$ cat src/rtl/led_peripheral_pkg.sv
// Shared definitions for the LED output stage: register window offsets,
// mode encodings and the base address the core decodes to reach it.
package led_peripheral_pkg;

  localparam logic [3:0] LED_REG_PATTERN = 4'h0;
  localparam logic [3:0] LED_REG_MODE    = 4'h4;
  localparam logic [3:0] LED_REG_PERIOD  = 4'h8;
  localparam logic [3:0] LED_REG_DUTY    = 4'hC;

  localparam logic [31:0] LED_BASE_ADDR = 32'h4000_0000;

  typedef enum logic [1:0] {
    LED_MODE_STATIC    = 2'd0,
    LED_MODE_BLINK     = 2'd1,
    LED_MODE_PWM       = 2'd2,
    LED_MODE_BLINK_PWM = 2'd3
  } led_mode_e;

  function automatic logic mode_uses_blink(input led_mode_e mode);
    return (mode == LED_MODE_BLINK) || (mode == LED_MODE_BLINK_PWM);
  endfunction

  function automatic logic mode_uses_pwm(input led_mode_e mode);
    return (mode == LED_MODE_PWM) || (mode == LED_MODE_BLINK_PWM);
  endfunction

endpackage

$ cat src/rtl/led_peripheral_if.sv
// Core-to-peripheral request/response bus. valid/ready semantics: a request is
// taken on every edge where req_valid=1 (no ready, never stalls); resp_ack pulses
// exactly one cycle later and resp_rdata is meaningful only while resp_ack=1.
interface led_peripheral_if;
  logic        req_valid;
  logic        req_write;
  logic [3:0]  req_address;
  logic [31:0] req_wdata;
  logic        resp_ack;
  logic [31:0] resp_rdata;

  modport master (
    output req_valid, req_write, req_address, req_wdata,
    input  resp_ack, resp_rdata
  );

  modport slave (
    input  req_valid, req_write, req_address, req_wdata,
    output resp_ack, resp_rdata
  );
endinterface

$ cat src/rtl/led_peripheral_pwm_timer.sv
// Blink half-period counter with phase, plus free-running PWM counter/compare.
// Both restart together on clear so blink and PWM stay aligned after a reconfigure.
module led_pwm_timer #(
  parameter int BLINK_BITS = 24,
  parameter int PWM_BITS   = 8
) (
  input  logic                  clock,
  input  logic                  reset,
  input  logic                  clear,
  input  logic [BLINK_BITS-1:0] period,
  input  logic [PWM_BITS-1:0]   duty,
  output logic                  phase,
  output logic                  pwm_on
);

  localparam logic [BLINK_BITS-1:0] BLINK_ONE = {{(BLINK_BITS-1){1'b0}}, 1'b1};
  localparam logic [PWM_BITS-1:0]   PWM_ONE   = {{(PWM_BITS-1){1'b0}}, 1'b1};

  logic [BLINK_BITS-1:0] blink_cnt_q, blink_cnt_d;
  logic                  phase_q, phase_d;
  logic [PWM_BITS-1:0]   pwm_cnt_q, pwm_cnt_d;

  always_comb begin
    blink_cnt_d = blink_cnt_q + BLINK_ONE;
    phase_d     = phase_q;
    pwm_cnt_d   = pwm_cnt_q + PWM_ONE;
    if (clear) begin
      blink_cnt_d = '0;
      phase_d     = 1'b1;
      pwm_cnt_d   = '0;
    end else if (period <= BLINK_ONE) begin
      // Period 0/1 means steady on rather than toggling every cycle.
      blink_cnt_d = '0;
      phase_d     = 1'b1;
    end else if (blink_cnt_q == period - BLINK_ONE) begin
      blink_cnt_d = '0;
      phase_d     = ~phase_q;
    end
  end

  always_ff @(posedge clock or posedge reset) begin
    if (reset) begin
      blink_cnt_q <= '0;
      phase_q     <= 1'b1;
      pwm_cnt_q   <= '0;
    end else begin
      blink_cnt_q <= blink_cnt_d;
      phase_q     <= phase_d;
      pwm_cnt_q   <= pwm_cnt_d;
    end
  end

  assign phase  = phase_q;
  assign pwm_on = (pwm_cnt_q < duty);

endmodule

$ cat src/rtl/led_peripheral.sv
// Memory-mapped LED driver: four-register window (pattern/mode/period/duty),
// single-cycle ack for every request, registered glitch-free LED output.
module led_peripheral
  import led_peripheral_pkg::*;
#(
  parameter int LED_WIDTH  = 6,
  parameter int BLINK_BITS = 24,
  parameter int PWM_BITS   = 8,
  parameter bit ACTIVE_LOW = 1'b1
) (
  input  logic                 clock,
  input  logic                 reset,
  led_peripheral_if.slave      bus,
  output logic [LED_WIDTH-1:0] led
);

  localparam logic [LED_WIDTH-1:0] LED_OFF = ACTIVE_LOW ? {LED_WIDTH{1'b1}} : {LED_WIDTH{1'b0}};

  logic [LED_WIDTH-1:0]  pattern_q, pattern_d;
  led_mode_e             mode_q, mode_d;
  logic [BLINK_BITS-1:0] period_q, period_d;
  logic [PWM_BITS-1:0]   duty_q, duty_d;
  logic                  resp_ack_q, resp_ack_d;
  logic [31:0]           resp_rdata_q, resp_rdata_d;
  logic [LED_WIDTH-1:0]  led_q, led_d;

  logic [3:0]            reg_off;
  logic [31:0]           rd_word;
  logic                  wr_en;
  logic                  timer_clear;
  logic                  phase;
  logic                  pwm_on;
  logic                  lit_gate;
  logic [LED_WIDTH-1:0]  lit_mask;
  logic                  unused_bits;

  // Byte-lane bits and store-data bits above each register's width are dropped.
  assign unused_bits = ^{bus.req_address[1:0], bus.req_wdata};

  assign reg_off = {bus.req_address[3:2], 2'b00};
  assign wr_en   = bus.req_valid && bus.req_write;

  always_comb begin
    rd_word = '0;
    case (reg_off)
      LED_REG_PATTERN: rd_word[LED_WIDTH-1:0]  = pattern_q;
      LED_REG_MODE:    rd_word[1:0]            = mode_q;
      LED_REG_PERIOD:  rd_word[BLINK_BITS-1:0] = period_q;
      LED_REG_DUTY:    rd_word[PWM_BITS-1:0]   = duty_q;
      default:         rd_word                 = '0;
    endcase
  end

  always_comb begin
    pattern_d   = pattern_q;
    mode_d      = mode_q;
    period_d    = period_q;
    duty_d      = duty_q;
    timer_clear = 1'b0;
    if (wr_en) begin
      case (reg_off)
        LED_REG_PATTERN: pattern_d = bus.req_wdata[LED_WIDTH-1:0];
        LED_REG_MODE: begin
          mode_d      = led_mode_e'(bus.req_wdata[1:0]);
          timer_clear = 1'b1;
        end
        LED_REG_PERIOD: begin
          period_d    = bus.req_wdata[BLINK_BITS-1:0];
          timer_clear = 1'b1;
        end
        LED_REG_DUTY:    duty_d = bus.req_wdata[PWM_BITS-1:0];
        default: ;
      endcase
    end
  end

  always_comb begin
    resp_ack_d   = bus.req_valid;
    resp_rdata_d = (bus.req_valid && !bus.req_write) ? rd_word : '0;
  end

  led_pwm_timer #(
    .BLINK_BITS (BLINK_BITS),
    .PWM_BITS   (PWM_BITS)
  ) u_timer (
    .clock  (clock),
    .reset  (reset),
    .clear  (timer_clear),
    .period (period_q),
    .duty   (duty_q),
    .phase  (phase),
    .pwm_on (pwm_on)
  );

  always_comb begin
    lit_gate = (!mode_uses_blink(mode_q) || phase) && (!mode_uses_pwm(mode_q) || pwm_on);
    lit_mask = pattern_q & {LED_WIDTH{lit_gate}};
    led_d    = ACTIVE_LOW ? ~lit_mask : lit_mask;
  end

  always_ff @(posedge clock or posedge reset) begin
    if (reset) begin
      pattern_q    <= '0;
      mode_q       <= LED_MODE_STATIC;
      period_q     <= '0;
      duty_q       <= '0;
      resp_ack_q   <= 1'b0;
      resp_rdata_q <= '0;
      led_q        <= LED_OFF;
    end else begin
      pattern_q    <= pattern_d;
      mode_q       <= mode_d;
      period_q     <= period_d;
      duty_q       <= duty_d;
      resp_ack_q   <= resp_ack_d;
      resp_rdata_q <= resp_rdata_d;
      led_q        <= led_d;
    end
  end

  assign bus.resp_ack   = resp_ack_q;
  assign bus.resp_rdata = resp_rdata_q;
  assign led            = led_q;

endmodule

$ cat src/flat_wrapper.sv
// flat-port wrapper written by rule: the top's interface ports become plain ports
module led_peripheral_flat import led_peripheral_pkg::*;
#(
  parameter int LED_WIDTH  = 6,
  parameter int BLINK_BITS = 24,
  parameter int PWM_BITS   = 8,
  parameter bit ACTIVE_LOW = 1'b1
)
  (clock, reset, led, bus_req_valid, bus_req_write, bus_req_address, bus_req_wdata, bus_resp_ack, bus_resp_rdata);
  led_peripheral_if bus_i ();
  input  logic clock;
  input  logic reset;
  output logic [LED_WIDTH-1:0] led;
  input wire logic [$bits(bus_i.req_valid)-1:0] bus_req_valid;
  input wire logic [$bits(bus_i.req_write)-1:0] bus_req_write;
  input wire logic [$bits(bus_i.req_address)-1:0] bus_req_address;
  input wire logic [$bits(bus_i.req_wdata)-1:0] bus_req_wdata;
  output wire logic [$bits(bus_i.resp_ack)-1:0] bus_resp_ack;
  output wire logic [$bits(bus_i.resp_rdata)-1:0] bus_resp_rdata;
  assign bus_i.req_valid = bus_req_valid;
  assign bus_i.req_write = bus_req_write;
  assign bus_i.req_address = bus_req_address;
  assign bus_i.req_wdata = bus_req_wdata;
  assign bus_resp_ack = bus_i.resp_ack;
  assign bus_resp_rdata = bus_i.resp_rdata;
  led_peripheral #(.LED_WIDTH(LED_WIDTH), .BLINK_BITS(BLINK_BITS), .PWM_BITS(PWM_BITS), .ACTIVE_LOW(ACTIVE_LOW)) u_core (.clock(clock), .reset(reset), .bus(bus_i), .led(led));
endmodule
$ cat config.mk
export PLATFORM = sky130hd
export DESIGN_NAME = led_peripheral_flat
export DESIGN_NICKNAME = d
export VERILOG_FILES = /design/src/rtl/led_peripheral_pkg.sv /design/src/rtl/led_peripheral_if.sv /design/src/rtl/led_peripheral_pwm_timer.sv /design/src/rtl/led_peripheral.sv /design/src/flat_wrapper.sv
export SDC_FILE = /design/constraint.sdc
export NUM_CORES = 1
export LEC_CHECK = 0
export CORE_ASPECT_RATIO = 0.7
export CORE_UTILIZATION = 45
export DETAILED_ROUTE_END_ITERATION = 8
export GPL_ROUTABILITY_DRIVEN = 0
export PLACE_DENSITY = 0.66
export SLEW_MARGIN = 20
export SYNTH_ARGS = -nofsm -noshare
export SYNTH_HDL_FRONTEND = slang
export SYNTH_SLANG_ARGS = --single-unit
$ cat constraint.sdc
create_clock -name clock -period 4.8 [get_ports clock]
set_clock_uncertainty 0.1 [all_clocks]
set_input_delay 0.96 -clock clock [delete_from_list [all_inputs] [get_ports clock]]
set_output_delay 0.96 -clock clock [all_outputs]
set_load 0.01 [all_outputs]
# After elaboration in Yosys (flattened, before gate mapping)
# Cells that the tools add are included.
[classes]
order_cmp = 2
n_reduce_logical = 17
bitwise_logic = 3
add_sub_neg = 3
n_mux = 14
eq_ne = 7
[ops]
columns = ["cell", "count"]
rows = [
  ["$mux 24", 4],
  ["$add 24x1->24 const B", 1],
  ["$eq 24x24->1", 1],
  ["$le 24x1->1 const B", 1],
  ["$sub 24x1->24 const B", 1],
  ["$mux 16", 1],
  ["$pmux 4 s3", 1],
  ["$add 8x1->8 const B", 1],
  ["$eq 2x2->1 const B", 4],
  ["$lt 8x8->1", 1],
  ["$mux 8", 1],
  ["$pmux 2 s4", 1],
  ["$reduce_and 2->1", 4],
  ["$and 6x6->6", 1],
  ["$not 6->6", 1],
  ["$mux 1", 5],
  ["$eq 2x1->1 const B", 2],
  ["$logic_not 4->1", 1],
  ["$logic_or 1x1->1", 4],
  ["$pmux 2 s2", 1],
  ["$logic_and 1x1->1", 3],
  ["$logic_not 1->1", 3],
  ["$reduce_bool 3->1", 1],
  ["$reduce_or 2->1", 1],
  ["$not 1->1", 1],
]
[word_totals]
output_inout_bits = 39
register_bits = 112
in_bits = 40
wordCells = 56

# Logic depth before layout (Yosys ltp)
# Gate-level depths: netlist of run 1.
[logic_depth]
word_depth = 7
ltp_mapped = 11
mapped_depth_nobuf = 9

# Modules after synthesis
# Synthesis of run 1 repeated with hierarchy kept, for this count alone.
[hier_totals]
cells_unflattened = 485
hier_area_um2 = 5554.1
[modules_own_cells]
columns = ["module", "cells_per_inst", "n_inst", "seq_area_each_um2", "area_per_inst_um2"]
rows = [
  ["led_peripheral", 187, 1, 1784.2, 2884.0],
  ["led_pwm_timer", 298, 1, 827.0, 2670.1],
]

# Worst setup path before layout of run 1
# Ideal clock, no wire load.
[synth_path]
path_type = "flip-flop to flip-flop"
startpoint = "register u_core.period_q[0]"
endpoint = "register u_core.u_timer.blink_cnt_q[4]"
setup_slack_ns = 1.649
stages_incl_launch_ff = 12
setup_ns = 0.139
n_path_buf = 2
arrival_time_ns = 2.912
t_required_ns = 4.561
period_less_slack_ns = 3.151
path_cell_list = "dfrtp_1 -> inv_1 -> ha_1 -> nor3b_1 -> clkbuf_1 -> a21boi_0 -> a2111oi_0 -> nand4_1 -> or4b_4 -> nor4_4 -> buf_6 -> nor3_1"
[synth_via]
elab_chain_len = 5
word_cells_on_any_way = 6
classes_between = "1 x add/sub; 1 x order compare; 1 x eq/ne; 3 x mux"
[synth_rtl]
columns = ["item", "line_no", "text"]
rows = [
  ["start: declaration", "led_peripheral.sv:21", "logic [BLINK_BITS-1:0] period_q, period_d;"],
  ["start signal: assignment", "led_peripheral.sv:113", "period_q <= period_d;"],
  ["$sub 24x1->24", "led_peripheral_pwm_timer.sv:35", "end else if (blink_cnt_q == period - BLINK_ONE) begin"],
  ["$eq 24x24->1", "led_peripheral_pwm_timer.sv:35", ""],
  ["$mux 24", "led_peripheral_pwm_timer.sv:35", ""],
  ["$mux 24 *", "led_peripheral_pwm_timer.sv:31", "end else if (period <= BLINK_ONE) begin"],
  ["$mux 24 *", "led_peripheral_pwm_timer.sv:27", "if (clear) begin"],
  ["named net u_core.u_timer.blink_cnt_d[4]", "led_peripheral_pwm_timer.sv:19", "logic [BLINK_BITS-1:0] blink_cnt_q, blink_cnt_d;"],
  ["end signal: assignment", "led_peripheral_pwm_timer.sv:47", "blink_cnt_q <= blink_cnt_d;"],
  ["end: declaration", "led_peripheral_pwm_timer.sv:19", ""],
]
# Mark *: on every way through the listed nets, which the timed path passes. The rest lies on a longest branch.
# A chain may end at the register's enable or synchronous reset.

# Final worst setup path of run 1
[layout_path]
startpoint = "register u_core.period_q[0]"
endpoint = "register u_core.u_timer.blink_cnt_q[5]"
# The elaborated chain is that of the path after synthesis.

==> impl_results.rst, run 1 <==
.. list-table::
   :header-rows: 1

   * - Metric
     - Value
   * - Die span in y
     - 94.2 µm
   * - Total via count in the routed design
     - 4,088
   * - RR Startpoint
     - u_core.period_q[0]
   * - Stage delay of the slowest cell on the critical path
     - 0.62 ns
   * - Required time at the endpoint of the critical path
     - 4.92 ns
   * - Core area
     - 11,800 µm²
   * - Startpoint kind of the worst setup timing path
     - register
   * - Clock tree from TritonCTS
     - built
   * - Cell class contributing the biggest share of worst-path delay
     - simple AND/OR/NAND/NOR gates
   * - Post-Layout Inst Area
     - 6410 µm²
   * - Slack of the worst reg-to-reg path
     - 1.07 ns
   * - Worst setup EP type
     - register
   * - Pwr dens
     - 384 nW/µm²
   * - Count of state elements after synthesis
     - 104
   * - Fmax
     - 268 MHz
   * - Number of antenna violations at the first check in global routing
     - 0
   * - Total clock sinks
     - 104
   * - Post-CTS Resized
     - 0
   * - Row Count
     - 33
   * - Area of placed instances
     - 6130 µm²
   * - Yosys warning count
     - 0
   * - Clock latency on the worst-skew pair
     - 0.35 ns
   * - Cell Chain, Critical Path
     - inv_1 -> ha_1 -> nor3b_2 -> nand4_1 -> xnor2_1 -> or4_1 -> or4b_4 -> nor4_4 -> buf_4 -> nor3_1
   * - Drt first pass iters
     - 5
   * - Port Buffer Count
     - 60
   * - Ratio of cells with drive above 1 in the final layout
     - 14.9%
   * - Count of nets after finishing
     - 601
   * - Filler-free cell count of the finished design
     - 708
   * - Pin count of the biggest net entering global routing
     - 54
   * - Static Leakage
     - 2.81 nW
   * - CTS H-tree lvls
     - 3
   * - CTS Root Cell
     - clkbuf_16
   * - Buffers from clock root to sink, at most
     - 2
   * - Final worst-path setup slack
     - 1.07 ns
   * - Number of cells traversed by the worst register-to-register path
     - 10
   * - End of the worst hold path
     - u_core.led[3]
   * - Total wire length after detailed routing
     - 12,700 µm
   * - Wirelength per Cell
     - 18.0 µm
   * - Via count of the first global-routing pass
     - slightly below 4k
   * - Leading cell type by number of instances after synthesis
     - dfrtp_1
   * - Overflow left after global routing
     - 0
   * - Crit-path slowest cell
     - nor3b_2
   * - Status
     - complete, no violations
   * - Worst r2r dst
     - u_core.u_timer.blink_cnt_q[5]
   * - TritonCTS Buffers
     - 9
   * - Antenna Cells
     - 0
   * - DRC marker count from the first detailed-route iteration
     - 333
   * - Gr usage total
     - 21.9%
   * - Final critical delay including setup and external delays
     - 3.73 ns
   * - Worst Path Class, Setup
     - register to register
   * - Largest cells by area after synthesis
     - dfrtp_1 (44%), mux2_2 (8.2%), xor2_1 (5.3%)
   * - Final Cycle Share
     - 77.7%
   * - RSZ-0062 raised after global routing
     - false
   * - Post-detailed-route DRC marker count
     - 0
   * - Headroom to the max-slew limit
     - 32.4%
   * - Maxcap violations
     - 0
   * - Synthesized instance count
     - 499
   * - Overall Power
     - 2.46 mW
   * - Worst setup slack before clock tree synthesis
     - 0.658 ns
   * - Async set-or-reset flop fraction in the synthesized netlist
     - 100%
   * - Cell variety after synth
     - 60
   * - Area share of the largest cell type after synthesis
     - 44.4%
   * - Buffers inserted during post-CTS setup optimization
     - 0
   * - Worst IR drop on VDD
     - 0.202 mV
   * - Number of fillers in the final layout
     - 1,033
   * - Cts-stage hold buffer count
     - 0
   * - Leading cell types by count after synthesis
     - dfrtp_1 (97), mux2_2 (40), nor3_1 (33), xor2_1 (33), nor2_1 (26)
   * - Synth Cell Area
     - 5460 µm²
   * - Final-report setup violation count
     - 0
   * - Finished Core Util
     - 54.4%
   * - Final TNS setup
     - 0 ns
   * - Final-layout worst hold slack
     - between 0.3 and 0.4 ns
   * - Number of buffer and inverter stages on the critical path
     - 2
   * - Sequential share of the synthesized area
     - 47.8%
   * - IO Pins
     - 79
   * - Least-Margin Pin Slew
     - 1.01 ns
   * - Final Hold Fails
     - 0
   * - Count of flip-flops with a built-in enable after synthesis
     - 0
   * - Register clock-pin slew on the reported worst setup and hold paths
     - 0.07 ns
   * - Cells on Worst Hold Path
     - 1
   * - Placed wire-length estimate after detailed placement
     - 9390 µm
   * - Die Width
     - between 100 and 150 µm
   * - Post-synthesis average cell area
     - about 11 µm²
   * - Effective utilization at floorplan
     - 46.4%
   * - Cell type with the highest aggregate area in the netlist
     - dfrtp_1
   * - Beginning of the worst hold path
     - u_core.pattern_q[3]
   * - Main synth FF type
     - dfrtp_1
   * - Post-route ant nets
     - 0
   * - Die area
     - 12,600 µm²
   * - Number of cells after detailed placement
     - 692
   * - Final number of max-transition violations
     - 0
   * - Min-Delay Path Class
     - register to register
   * - Via/cell ratio
     - 5.77
   * - Worst path arrival time
     - 3.85 ns
   * - Crit path max fanout
     - 24
   * - Layout overhead on the synthesized area
     - 17.3%
   * - First-pass GRT wire length
     - 20,900 µm
## registers in the layout (all words and copies together) (netlist names)
name,flops
u_core.period_q,24
u_core.u_timer.blink_cnt_q,24
u_core.led,6
u_core.bus.resp_ack,1
u_core.u_timer.phase,1
u_core.pattern_q,6
u_core.u_timer.pwm_cnt_q,8
u_core.mode_q,2
u_core.duty_q,8
u_core.bus.resp_rdata,24
## how the worst max path moves through the flow
stage	slack, ns	startpoint	to	depth (start not counted)
finish	1.07	u_core.period_q[0]	u_core.u_timer.blink_cnt_q[5]	10
global route	0.89	u_core.period_q[0]	u_core.u_timer.phase	9
CTS	0.65	u_core.period_q[0]	u_core.u_timer.blink_cnt_q[2]	10
detailed placement	0.66	u_core.period_q[0]	u_core.u_timer.blink_cnt_q[19]	10
global placement	0.80	u_core.period_q[0]	u_core.u_timer.blink_cnt_q[1]	10
floorplan	1.02	reset	u_core.bus.resp_ack	1
## placed cells by master (no fill, tap or decap), types with 8 or more instances in the layout
cell type,netlist,final
a21oi_1,8,8
and3_1,24,24
and4_1,10,10
clkbuf_16,0,9
clkdlybuf4s50_1,0,60
conb_1,1,8
dfrtp_1,97,97
ha_1,15,15
inv_1,14,13
mux2_2,40,40
nand2_1,8,8
nand2b_1,8,8
nand3_1,21,21
nand4_1,13,13
nor2_1,26,26
nor3_1,33,33
o21ai_0,11,11
xnor2_1,22,22
xor2_1,33,33
## area by class of cell
class | instances | area (µm²) | share of cell area [%]
clock inverters | 7 | 45.0 | 0.703
flip-flops and latches | 104 | 2610 | 40.8
well taps | 157 | 196 | 3.07
clock buffers | 9 | 225 | 3.52
multi-input cells | 351 | 2630 | 41.0
inverters | 14 | 55.1 | 0.859
repair buffers | 66 | 646 | 10.1
## cell families (layout without fill, tap and decap cells)
logic type,Yosys count,in the layout,synth area share [%]
simple gates,175,175,18.9
flops,104,104,47.8
xor+xnor,56,56,9.23
compound gates,55,55,7.26
buf+inv,51,96,4.67
mux,42,42,8.61
fa+ha+maj,15,15,3.44
other cells,1,8,0.0686
## worst register-to-register path, cell delays in order (launching register included)
cell and delay (ns):
dfrtp_1 0.48, inv_1 0.11, ha_1 0.24, nor3b_2 0.62
nand4_1 0.20, xnor2_1 0.16, or4_1 0.53, or4b_4 0.60
nor4_4 0.14, buf_4 0.31, nor3_1 0.11
## power by group
part / switching (mW) / internal [mW] / leakage [nW]
logic: 0.267 / 0.298 / 1.34
clock network: 0.328 / 0.352 / 0.136
registers: 0.201 / 1.01 / 1.33
total: 0.796 / 1.66 / 2.81
## routing by layer
layer  global-route usage (%)  part of all wire [%]
met2                     32.9                    43
met1                     32.3                    50
met5                        0                     0
met4                     5.87                   1.2
met3                     4.21                   5.7
No activity file was read; power rests on OpenSTA's default activity.
==> run 2, diff against run 1 <==
--- a/config.mk
+++ b/config.mk
@@ -9,7 +9,7 @@
 export CORE_UTILIZATION = 45
 export DETAILED_ROUTE_END_ITERATION = 8
 export GPL_ROUTABILITY_DRIVEN = 0
-export PLACE_DENSITY = 0.66
+export PLACE_DENSITY = 0.69
 export SLEW_MARGIN = 20
 export SYNTH_ARGS = -nofsm -noshare
 export SYNTH_HDL_FRONTEND = slang
==> constraint.sdc (replaced) <==
create_clock -name clock -period 3.2 [get_ports clock]
set_clock_uncertainty 0.1 [all_clocks]
set_input_delay 0.64 -clock clock [delete_from_list [all_inputs] [get_ports clock]]
set_output_delay 0.64 -clock clock [all_outputs]
set_load 0.01 [all_outputs]
==> impl_results.rst, run 2 (synthesis results as in run 1) <==
.. list-table::
   :header-rows: 1

   * - Metric
     - Value
   * - Final-layout worst hold slack
     - 0.355 ns (+0.00782 ns)
   * - Post-route ant nets
     - 0 (unchanged)
   * - Pin count of the biggest net entering global routing
     - 48 (-11%)
   * - Headroom to the max-slew limit
     - 49.1% (+17 points)
   * - Ratio of cells with drive above 1 in the final layout
     - 20.0% (+5.1 points)
   * - Min-Delay Path Class
     - register to register
   * - Worst setup EP type
     - register
   * - Static Leakage
     - 2.98 nW (+6.2%)
   * - Layout overhead on the synthesized area
     - 23.4%
   * - Core area
     - 11,800 µm² (unchanged)
   * - Register clock-pin slew on the reported worst setup and hold paths
     - 0.07 ns (about the same)
   * - Least-Margin Pin Slew
     - 0.762 ns (-0.250 ns)
   * - Number of antenna violations at the first check in global routing
     - 0 (unchanged)
   * - RSZ-0062 raised after global routing
     - true
   * - Final TNS setup
     - 0 ns (unchanged)
   * - Startpoint kind of the worst setup timing path
     - register
   * - Total clock sinks
     - 104 (unchanged)
   * - Die Width
     - 134 µm (unchanged)
   * - DRC marker count from the first detailed-route iteration
     - 290 (-13%)
   * - Via count of the first global-routing pass
     - 4,087 (+3.2%)
   * - Met3 demand-to-capacity share in global routing
     - 6.63% (+2.4 points)
   * - Post-Layout Inst Area
     - 6740 µm² (+5.3%)
   * - Total via count in the routed design
     - 4,214 (+3.1%)
   * - Most frequent cells in the layout
     - dfrtp_1 (95), clkdlybuf4s50_1 (60), mux2_2 (40), nor3_1 (33), xor2_1 (33)
   * - Worst Path Class, Setup
     - register to register
   * - Final Hold Fails
     - 0 (unchanged)
   * - Status
     - complete, no violations
   * - Drt first pass iters
     - 5 (unchanged)
   * - Pwr dens
     - 587 nW/µm² (+53%)
   * - Overflow left after global routing
     - 0 (unchanged)
   * - Final-report setup violation count
     - 0 (unchanged)
   * - Final critical delay including setup and external delays
     - 3.17 ns (-0.563 ns)
   * - Post-detailed-route DRC marker count
     - 0 (unchanged)
   * - Crit path max fanout
     - 7 (-71%)
   * - Effective utilization at floorplan
     - 46.4% (unchanged)
   * - CTS H-tree lvls
     - 3 (unchanged)
   * - First-pass GRT wire length
     - 21,700 µm (+3.8%)
   * - Final Cycle Share
     - 99.0% (+21 points)
   * - Die span in y
     - 94.2 µm (unchanged)
   * - Fmax
     - 316 MHz (+18%)
   * - Met2 Use GR
     - 32.9% (+0.087 points)
   * - Most common library cell in the layout ignoring fill and taps
     - dfrtp_1
   * - Placed wire-length estimate after detailed placement
     - 9720 µm (+3.6%)
   * - Final number of max-transition violations
     - 0 (unchanged)
   * - Clock tree from TritonCTS
     - built
   * - Layer carrying the most global-route usage
     - met2
   * - IO Pins
     - 79 (unchanged)
   * - Count of nets after finishing
     - 630 (+4.8%)
   * - Required time at the endpoint of the critical path
     - 3.38 ns (-1.54 ns)
   * - Wirelength per Cell
     - 17.8 µm (-1.1%)
   * - Area of placed instances
     - 6370 µm² (+3.9%)
   * - Worst IR drop on VDD
     - 0.332 mV (+64%)
   * - Antenna Cells
     - 0 (unchanged)
   * - Global-route met1 utilization
     - 32.5% (+0.18 points)
   * - Port Buffer Count
     - 60 (unchanged)
   * - Finished Core Util
     - 57.3% (+2.9 points)
   * - Row Count
     - 33 (unchanged)
   * - Clock latency on the worst-skew pair
     - 0.35 ns (about the same)
   * - Buffers from clock root to sink, at most
     - 2 (unchanged)
   * - Worst path arrival time
     - 3.34 ns (-0.51 ns)
   * - Gr usage total
     - 22.7% (+0.70 points)
   * - Die area
     - 12,600 µm² (unchanged)
   * - Maxcap violations
     - 0 (unchanged)
   * - TritonCTS Buffers
     - 9 (unchanged)
   * - CTS Root Cell
     - clkbuf_16
   * - Via/cell ratio
     - 5.72 (-0.97%)
   * - Total wire length after detailed routing
     - 13,100 µm (+3.0%)
==> run 2: worst max-delay path, stage by stage (launching register included) <==
cell and delay [ns]:
dfrtp_2 0.46, or4_4 0.57, a211oi_2 0.20, nor3_1 0.09
or4_1 0.54, or4b_4 0.54, o41ai_2 0.21, or3b_1 0.37
==> run 2: final cells by class <==
class,instances,area [µm²]
Fill cell,975,5020
Multi-Input combinational cell,351,2660
Sequential cell,104,2610
Timing Repair Buffer,95,901
Clock buffer,11,253
Tap cell,157,196
Clock inverter,5,60.1
Inverter,14,56.3
==> run 2: stage by stage <==
step	setup slack, ns	power, mW	instances
floorplan	0.0489	2.38	506
global placement	-0.0922	2.73	719
detailed placement	-0.196	2.77	719
CTS	0.0347	3.94	735
global route	-0.0580	4.16	737
finish	0.0327	3.96	737
==> run 2: report_power, final <==
| group | leakage, nW | total [mW] | switching [mW] | internal [mW] |
|---|---|---|---|---|
| Clock | 0.153 | 1.15 | 0.495 | 0.654 |
| Sequential | 1.33 | 1.78 | 0.261 | 1.52 |
| Combinational | 1.50 | 1.03 | 0.484 | 0.541 |
==> run 2: repair_timing <==
item,in CTS,in global routing
hold buffers,0,0
buffers inserted,0,2
setup endpoints to repair,25,25
resized for setup,5,4
pin swaps,1,0
==> run 2: metal layers <==
| layer | routed length, µm | share of wire, % | vias to the layer above |
|---|---|---|---|
| met2 | 5630 | 43 | 157 |
| met4 | 180 | 1.4 | 0 |
| met5 | 0 | 0 | - |
| li1 | - | - | 1932 |
| met1 | 6270 | 48 | 2105 |
| met3 | 1060 | 8.1 | 20 |
==> run 2: path summary, 6_finish.rpt <==
kind / startpoint / endpoint / slack, ns / depth (start not counted)
min reg2reg: u_core.pattern_q[2] / u_core.led[2] / 0.36 / 1
min: u_core.pattern_q[2] / u_core.led[2] / 0.36 / 1
max in group asynchronous: reset / u_core.u_timer.phase / 1.61 / 3
max: u_core.period_q[3] / u_core.u_timer.phase / 0.03 / 7
max reg2reg: u_core.period_q[3] / u_core.u_timer.phase / 0.03 / 7
min in group asynchronous: reset / u_core.bus.resp_ack / 0.67 / 2
